--- config.mk ---
export PLATFORM = sky130hd
export DESIGN_NAME = bf_exec_core
export DESIGN_NICKNAME = d
export VERILOG_FILES = /design/src/rtl/bf_exec_core.sv
export SDC_FILE = /design/constraint.sdc
export NUM_CORES = 1
export LEC_CHECK = 0
export ABC_AREA = 0
export BUFFER_PORTS_ARGS = -buffer_cell sky130_fd_sc_hd__buf_2
export CAP_MARGIN = 20
export CORE_AREA = 2 2 169 88
export CTS_CLUSTER_SIZE = 10
export DETAILED_ROUTE_END_ITERATION = 6
export DIE_AREA = 0 0 171 90
export PLACE_DENSITY_LB_ADDON = 0.15
export SYNTH_ARGS = -nofsm -noshare
export SYNTH_HDL_FRONTEND = slang
export SYNTH_SLANG_ARGS = --single-unit
--- constraint.sdc ---
create_clock -name clk -period 2.7 [get_ports clk]
set_input_delay 0.54 -clock clk [delete_from_list [all_inputs] [get_ports clk]]
set_output_delay 0.54 -clock clk [all_outputs]
set_load 0.01 [all_outputs]
--- src/rtl/bf_exec_core.sv ---
// Brainfuck execution core.
// Fetches opcodes from a synchronous program RAM and executes them against a
// synchronous data RAM. It handles forward skip on '[', a bounded loop stack,
// valid/ready stdout and stdin, and sticky halt and error reporting.
module bf_exec_core #(
  parameter int PROG_ADDR_WIDTH = 8,
  parameter int DATA_ADDR_WIDTH = 8,
  parameter int CELL_WIDTH      = 8,
  parameter int STACK_DEPTH     = 8
) (
  input  logic                       clk,
  input  logic                       reset,
  output logic [PROG_ADDR_WIDTH-1:0] prog_addr,
  input  logic [7:0]                 prog_rdata,
  output logic [DATA_ADDR_WIDTH-1:0] data_addr,
  input  logic [CELL_WIDTH-1:0]      data_rdata,
  output logic                       data_wen,
  output logic [CELL_WIDTH-1:0]      data_wdata,
  output logic [7:0]                 out_data,
  output logic                       out_valid,
  input  logic                       out_ready,
  input  logic [7:0]                 in_data,
  input  logic                       in_valid,
  output logic                       in_ready,
  output logic                       halted,
  output logic                       error,
  output logic [1:0]                 err_code
);
  localparam int SP_W  = $clog2(STACK_DEPTH + 1);
  localparam int IDX_W = $clog2(STACK_DEPTH);
  localparam int DEP_W = PROG_ADDR_WIDTH + 1;

  localparam logic [7:0] OP_INC   = 8'h2B;
  localparam logic [7:0] OP_DEC   = 8'h2D;
  localparam logic [7:0] OP_RIGHT = 8'h3E;
  localparam logic [7:0] OP_LEFT  = 8'h3C;
  localparam logic [7:0] OP_OUT   = 8'h2E;
  localparam logic [7:0] OP_IN    = 8'h2C;
  localparam logic [7:0] OP_LB    = 8'h5B;
  localparam logic [7:0] OP_RB    = 8'h5D;
  localparam logic [7:0] OP_NUL   = 8'h00;

  typedef enum logic [3:0] {
    S_FETCH, S_EXEC, S_WB, S_SKIP_F, S_SKIP_E, S_OUT, S_IN, S_HALT, S_ERR
  } state_t;

  state_t                     state;
  logic [SP_W-1:0]            sp;
  logic [DEP_W-1:0]           depth;
  logic [PROG_ADDR_WIDTH-1:0] stack [STACK_DEPTH];

  logic [PROG_ADDR_WIDTH-1:0] pc_next;
  logic [SP_W-1:0]            sp_m1;
  logic                       cell_nz;
  logic                       sp_full;
  logic                       sp_empty;
  logic                       push;

  assign pc_next  = prog_addr + 1'b1;
  assign sp_m1    = sp - 1'b1;
  assign cell_nz  = |data_rdata;
  assign sp_full  = (sp == SP_W'(STACK_DEPTH));
  assign sp_empty = (sp == '0);
  assign push     = (state == S_EXEC) && (prog_rdata == OP_LB) && cell_nz && !sp_full;

  // Loop stack storage: return address is the opcode just after '['.
  always_ff @(posedge clk) begin
    if (!reset && push) stack[sp[IDX_W-1:0]] <= pc_next;
  end

  // Main sequencer: decode, pointer/cell updates, handshakes, terminal states.
  always_ff @(posedge clk) begin
    if (reset) begin
      state      <= S_FETCH;
      prog_addr  <= '0;
      data_addr  <= '0;
      data_wen   <= 1'b0;
      data_wdata <= '0;
      out_data   <= '0;
      out_valid  <= 1'b0;
      in_ready   <= 1'b0;
      halted     <= 1'b0;
      error      <= 1'b0;
      err_code   <= 2'd0;
      sp         <= '0;
      depth      <= '0;
    end else begin
      case (state)
        S_FETCH: state <= S_EXEC;
        S_EXEC: begin
          case (prog_rdata)
            OP_RIGHT: begin data_addr <= data_addr + 1'b1; prog_addr <= pc_next; state <= S_FETCH; end
            OP_LEFT:  begin data_addr <= data_addr - 1'b1; prog_addr <= pc_next; state <= S_FETCH; end
            OP_INC: begin
              data_wdata <= data_rdata + 1'b1; data_wen <= 1'b1;
              prog_addr  <= pc_next; state <= S_WB;
            end
            OP_DEC: begin
              data_wdata <= data_rdata - 1'b1; data_wen <= 1'b1;
              prog_addr  <= pc_next; state <= S_WB;
            end
            OP_OUT: begin
              out_data  <= data_rdata[7:0]; out_valid <= 1'b1;
              prog_addr <= pc_next; state <= S_OUT;
            end
            OP_IN: begin in_ready <= 1'b1; prog_addr <= pc_next; state <= S_IN; end
            OP_LB: begin
              if (cell_nz) begin
                if (sp_full) begin
                  error <= 1'b1; err_code <= 2'd1; state <= S_ERR;
                end else begin
                  sp <= sp + 1'b1; prog_addr <= pc_next; state <= S_FETCH;
                end
              end else begin
                depth <= DEP_W'(1); prog_addr <= pc_next; state <= S_SKIP_F;
              end
            end
            OP_RB: begin
              if (sp_empty) begin
                error <= 1'b1; err_code <= 2'd2; state <= S_ERR;
              end else begin
                // Non-zero cell re-enters the body without popping.
                if (cell_nz) prog_addr <= stack[sp_m1[IDX_W-1:0]];
                else begin sp <= sp_m1; prog_addr <= pc_next; end
                state <= S_FETCH;
              end
            end
            OP_NUL: begin halted <= 1'b1; state <= S_HALT; end
            default: begin prog_addr <= pc_next; state <= S_FETCH; end
          endcase
        end
        S_WB: begin data_wen <= 1'b0; state <= S_FETCH; end
        S_SKIP_F: state <= S_SKIP_E;
        S_SKIP_E: begin
          // Bracket counting only; the loop stack is left alone while skipping.
          if (prog_rdata == OP_NUL) begin
            error <= 1'b1; err_code <= 2'd3; state <= S_ERR;
          end else begin
            prog_addr <= pc_next;
            state     <= S_SKIP_F;
            if (prog_rdata == OP_LB) depth <= depth + 1'b1;
            else if (prog_rdata == OP_RB) begin
              depth <= depth - 1'b1;
              if (depth == DEP_W'(1)) state <= S_FETCH;
            end
          end
        end
        S_OUT: if (out_ready) begin out_valid <= 1'b0; state <= S_FETCH; end
        S_IN: if (in_valid) begin
          data_wdata <= CELL_WIDTH'(in_data); data_wen <= 1'b1;
          in_ready   <= 1'b0; state <= S_WB;
        end
        S_HALT: state <= S_HALT;
        S_ERR:  state <= S_ERR;
        default: state <= S_FETCH;
      endcase
    end
  end
endmodule

==> results of run 1 <==
area by class of cell:
| cell class | count | share of cell area, % |
|---|---|---|
| Clock buffer | 17 | 5.50 |
| Clock inverter | 15 | 2.00 |
| Inverter | 15 | 0.728 |
| Multi-Input combinational cell | 403 | 38.2 |
| Sequential cell | 120 | 39.3 |
| Tap cell | 198 | 3.20 |
| Timing Repair Buffer | 131 | 11.1 |
layer usage:
metal | track usage [%] | vias to the layer above | part of all wire [%]
met5 | 0 | - | 0
met4 | 6.29 | 0 | 1.0
met3 | 4.98 | 18 | 6.6
met2 | 31.1 | 179 | 41
met1 | 38.9 | 2603 | 51
li1 | - | 2446 | -
power groups by stage:
| stage | sequential (mW) | clock, mW | combinational (mW) |
|---|---|---|---|
| floorplan | 1.97 | 0 | 0.100 |
| global placement | 1.96 | 0 | 0.203 |
| detailed placement | 1.96 | 0 | 0.207 |
| CTS | 1.92 | 2.30 | 0.208 |
| global route | 1.92 | 2.38 | 0.228 |
| finish | 1.92 | 2.27 | 0.212 |
state kept, by name, summed over array words and instances (netlist names):
name / count
prog_addr: 8
data_addr: 8
halted: 1
stack: 64
state: 4
data_wdata: 8
error: 1
out_data: 8
err_code: 2
depth: 9
sp: 4
in_ready: 1
out_valid: 1
data_wen: 1
per-stage QoR:
stage / std cells / TNS (ns) / setup slack, ns / hold slack [ns]
2_1_floorplan: 576 / 0 / 0.0251 / 0.464
3_3_place_gp: 867 / 0 / 0.00925 / 0.466
3_5_place_dp: 867 / -0.176 / -0.0868 / 0.472
4_1_cts: 899 / 0 / 0.269 / 0.373
5_1_grt: 899 / 0 / 0.128 / 0.388
6_report: 899 / 0 / 0.232 / 0.383
worst paths after layout:
kind                     start       endpoint  slack [ns]  cells past startpoint
setup / recovery      state[2]    stack[0][5]        0.23                      5
hold / removal      in_data[1]  data_wdata[1]        0.38                      3
hold reg to reg   data_addr[4]   data_addr[4]        0.48                      2
setup reg to reg      state[2]    stack[0][5]        0.23                      5
cells in the final DEF (no fill, tap or decap), types with 5 or more instances in the layout:
master / netlist / layout
or3_1: 22 / 22
edfxtp_1: 64 / 64
ha_1: 14 / 14
o21ai_0: 8 / 8
o2111ai_1: 5 / 5
dfxtp_1: 56 / 56
a31oi_1: 6 / 6
mux2i_1: 12 / 12
inv_6: 0 / 7
nand2b_1: 8 / 8
a311oi_1: 6 / 6
inv_1: 15 / 14
xor2_1: 5 / 5
nand3_1: 18 / 18
nor3_1: 16 / 14
o211ai_1: 5 / 5
nand4_1: 6 / 6
nor2_1: 55 / 55
a21oi_1: 26 / 26
xnor2_1: 12 / 12
nand3b_1: 8 / 8
buf_4: 0 / 62
clkbuf_16: 0 / 17
buf_2: 8 / 66
nand4b_1: 7 / 7
a21o_1: 5 / 5
nor4_1: 11 / 11
nor2b_1: 8 / 8
nand2_1: 27 / 27
o21ai_1: 13 / 13
mux4_2: 16 / 16
a211oi_1: 20 / 20
critical path, cell delays in order (launching register included):
cell and delay, ns:
dfxtp_1 0.41, or4b_1 0.62, nor4_1 0.38, nand4_1 0.32
nor3_2 0.19, buf_4 0.24
cell families after synthesis:
group                      count (synthesis)  synth area share (%)
and+or+nand+nor                          216                  19.6
AOI/OAI and AO/OA                        123                  13.9
DFF                                      120                  49.1
buffers and inverters                     53                  3.39
muxes                                     32                  8.48
xor gates and xnor gates                  17                  2.40
adders and majority gates                 15                  3.15
==> results.md, run 1 <==
* Status: completed
* Crit path max fanout at 11
* Post-CTS Resized at 0
* Share of cells above drive strength 1 at 27.7%
* Syn Inst Count at 576
* Syn Nets at 619
* Switching share of power at 24.8%
* Post-synthesis register bit count at 120
* DRC viols at 0
* Total GRT Usage at 23.8%
* P_sw at 1.09 mW
* Critical Path RT at 2.81 ns
* Crit path kind: reg -> reg
* CTS tree: yes
* HPWL after detailed placement at 12.8 mm
* Register Area at 3040 sq um
* Placed Area at 7160 sq um
* Grt ovf at 0
* Top-area cell type share of the netlist area at 31.0%
* Mean Syn Cell Area at 10.8 sq um
* Final GP Congestion at 0.909
* Clock Skews at 0.0102 ns
* DR iter-0 viols at 511
* Synth async-reset ratio at 0%
* Netlist Area Pre-Place at 6200 sq um
* Clock share of power at 51.5%
* Layout area overhead at 24.8%
* Synth cell types at 67
* CTS Root Cell: clkbuf_16
* Largest cells by area after synthesis: edfxtp_1 (31%), dfxtp_1 (18%), mux4_2 (5.8%)
* Rows at 31
* Clock Path Buffers at 2
* Type of destination of the critical path: flip-flop
* Vias at 5246
* IR Drop Worst-Case VDD at 0.293 mV
* Reg power frac at 43.7%
* Pwr per Cell Area at 569 nW/um^2
* CP startpoint kind: flip-flop
* EDFF count, synth at 64
* Clock Latency Late Sink at 0.42 ns
* Measured slew at the worst slew-check pin at 0.703 ns
* Final setup viols at 0
* Core Util, Final at 55.1%
* Internal at 3.31 mW
* CTS sink cnt at 120
* CTS clk-pin slew, worst paths at 0.06 ns
* Input/output buffers at 66
* Non-Filler Cell Area, Final at 7740 sq um
* # Max-Cap Violations at 0
* Antenna violations before repair at 0
* Post-route minimum period at 2.47 ns
* Tcrit/Tclk final at 91.4%
* Die area at 15400 sq um
* Die Height at 90 um
* Unrepaired setup endpoints after global routing: no
* Most used DFF post-synth: edfxtp_1
* Top-count cell post-synth: edfxtp_1
* CTS H-Tree Depth at 4
* Slew Viols, Final at 0
* DRT Pass-1 Iters at 4
* Largest net degree at the start of global routing at 42
* Final hold violations at 0
* Multi-input logic area at 2960 sq um
* Hold Buf Count CTS at 0
* Fill count at 1202
* Num ports at 67
* Comb pwr share at 4.8%
* Pwr Total at 4.41 mW
* # Post-CTS Setup Buffers at 0
* Synth top cells by count: edfxtp_1 (64), dfxtp_1 (56), nor2_1 (55), clkbuf_1 (28), nand2_1 (27)
* Area leader, netlist: edfxtp_1
* First-pass GRT wire length at 27.8 mm
* Worst hold path type: in -> reg
* Ant. Diodes at 0
* Num CTS Buffers at 17
* Fmax at 405 MHz
* Vias in the first global route at 4968
* Antenna Nets Post-Route at 0
* Final nets at 731
* Die W at 171 um
* Avg Vias per Cell at 5.84
* Core Region at 14000 sq um
* Synth Warn # at 0
* Drt total wl at 17.8 mm
* CP arrival at 2.58 ns
* Avg WL per Cell at 19.8 um
* Sequential fraction of the synthesis area at 49.1%
* Leakage at 2.82 nW
* Initial core utilization at 44.1%
* Worst slew margin at 51.9%
Power figures use the tool's default switching activity.
==> run 2, diff against run 1 <==
--- a/config.mk
+++ b/config.mk
@@ -6,10 +6,10 @@
 export NUM_CORES = 1
 export LEC_CHECK = 0
 export ABC_AREA = 0
-export BUFFER_PORTS_ARGS = -buffer_cell sky130_fd_sc_hd__buf_2
+export ABC_CLOCK_PERIOD_IN_PS = 2700
+export BUFFER_PORTS_ARGS = -buffer_cell sky130_fd_sc_hd__clkbuf_2
 export CAP_MARGIN = 20
 export CORE_AREA = 2 2 169 88
-export CTS_CLUSTER_SIZE = 10
 export DETAILED_ROUTE_END_ITERATION = 6
 export DIE_AREA = 0 0 171 90
 export PLACE_DENSITY_LB_ADDON = 0.15
==> run 2 against run 1 <==
  * Clock power is 4% higher
  * Critical path depth rose by 3
  * Maximum frequency is 4.0% lower
  * Critical path type unchanged
==> results.md, run 2 (same netlist as run 1, synthesis figures left out) <==
* Status: completed
* Largest net degree at the start of global routing at 40
* Hold Slack at 0.376 ns
* Switching share of power at 24.3%
* Internal at 3.41 mW
* Avg Vias per Cell at 5.82
* Crit path kind: reg -> reg
* Core Region at 14000 sq um
* Placed Area at 7150 sq um
* Drt total wl at 17.4 mm
* Die W at 171 um
* Reg power frac at 42.8%
* Total GRT Usage at 23.6%
* DRT Pass-1 Iters at 5
* Post-CTS Resized at 0
* Antenna violations before repair at 0
* Unrepaired setup endpoints after global routing: no
* CP arrival at 2.89 ns
* CTS clk-pin slew, worst paths at 0.07 ns
* Clock Skews at 0.0133 ns
* Initial core utilization at 44.1%
* Num ports at 67
* Final nets at 732
* Rows at 31
* Ant. Diodes at 0
* Register Area at 3040 sq um
* Commonest non-fill, non-tap cells in the layout: clkbuf_2 (66), buf_4 (64), edfxtp_1 (64)
* Antenna Nets Post-Route at 0
* P_sw at 1.09 mW
* Num CTS Buffers at 17
* CP startpoint kind: flip-flop
* Pwr Total at 4.50 mW
* Measured slew at the worst slew-check pin at 0.760 ns
* Critical Path RT at 3.01 ns
* Final hold violations at 0
* Clock share of power at 52.5%
* Comb pwr share at 4.7%
* Pwr per Cell Area at 580 nW/um^2
* Crit path max fanout at 7
* Clock Path Buffers at 2
* Commonest non-fill, non-tap cell in the layout: clkbuf_2
* Layout area overhead at 25.2%
* Avg WL per Cell at 19.4 um
* Fmax at 389 MHz
* Worst hold path type: in -> reg
* Final setup viols at 0
* Leakage at 2.80 nW
* Post-route minimum period at 2.57 ns
* Multi-input logic area at 2960 sq um
* Fill count at 1206
* Non-Filler Cell Area, Final at 7760 sq um
* Type of destination of the critical path: flip-flop
* First-pass GRT wire length at 27.8 mm
* Input/output buffers at 66
* DRC viols at 0
* Share of cells above drive strength 1 at 27.9%
* CTS Root Cell: clkbuf_16
* HPWL after detailed placement at 12.7 mm
* Tcrit/Tclk final at 95.2%
* Final GP Congestion at 0.915
* Vias in the first global route at 4920
* Max FFs per register at 64
* Grt ovf at 0
* Worst slew margin at 49.1%
* Vias at 5234
* Clock Latency Late Sink at 0.41 ns
* IR Drop Worst-Case VDD at 0.286 mV
* Die Height at 90 um
* DR iter-0 viols at 642
* Hold Buf Count CTS at 0
* CTS sink cnt at 120
* CTS tree: yes
* # Max-Cap Violations at 0
* # Post-CTS Setup Buffers at 0
* Die area at 15400 sq um
* CTS H-Tree Depth at 4
* Slew Viols, Final at 0
-- run 2: per-layer routing --
metal | part of all wire, % | routed length [um] | vias to the layer above | GRT usage (%)
met5 | 0 | 0 | - | 0
met2 | 39 | 6800 | 213 | 30.3
met3 | 8.0 | 1390 | 12 | 4.93
li1 | - | - | 2447 | -
met1 | 52 | 9090 | 2562 | 39.5
met4 | 0.86 | 150 | 0 | 5.08
-- run 2: worst max-delay path: stages (launching register included) --
cell,delay [ns]
dfxtp_1,0.52
inv_1,0.16
ha_1,0.54
mux4_2,0.30
mux2i_1,0.08
a2111oi_0,0.51
buf_4,0.21
a31oi_1,0.03
o32ai_1,0.12
-- run 2: worst paths after layout --
kind	slack [ns]	endpoint	cells past startpoint	start
worst max-delay path	0.13	prog_addr[2]	8	sp[1]
worst min-delay path	0.38	data_wdata[1]	3	in_data[1]
worst max register to register	0.13	prog_addr[2]	8	sp[1]
worst min register to register	0.48	data_addr[2]	2	data_addr[2]
-- run 2: layout make-up --
| cell class | count | share of cell area [%] |
|---|---|---|
| Clock buffer | 17 | 5.48 |
| Clock inverter | 15 | 2.35 |
| Inverter | 15 | 0.725 |
| Multi-Input combinational cell | 403 | 38.1 |
| Sequential cell | 120 | 39.2 |
| Tap cell | 198 | 3.19 |
| Timing Repair Buffer | 132 | 11.0 |
-- run 2: power groups by stage --
stage | Sequential, mW | Combinational, mW | Clock (mW)
after floorplan | 1.97 | 0.100 | 0
after global routing | 1.92 | 0.230 | 2.48
after detailed placement | 1.96 | 0.207 | 0
after global placement | 1.96 | 0.203 | 0
final | 1.92 | 0.211 | 2.36
after CTS | 1.92 | 0.208 | 2.40
-- run 2: metrics by stage --
step	TNS, ns	utilization (%)	setup slack (ns)	std cells
after floorplan	0	-	0.0251	576
after global placement	0	50.9	0.0102	868
after detailed placement	-0.158	50.9	-0.0811	868
after CTS	0	55.3	0.189	900
after global routing	0	55.3	0.0274	900
final	0	55.3	0.128	900
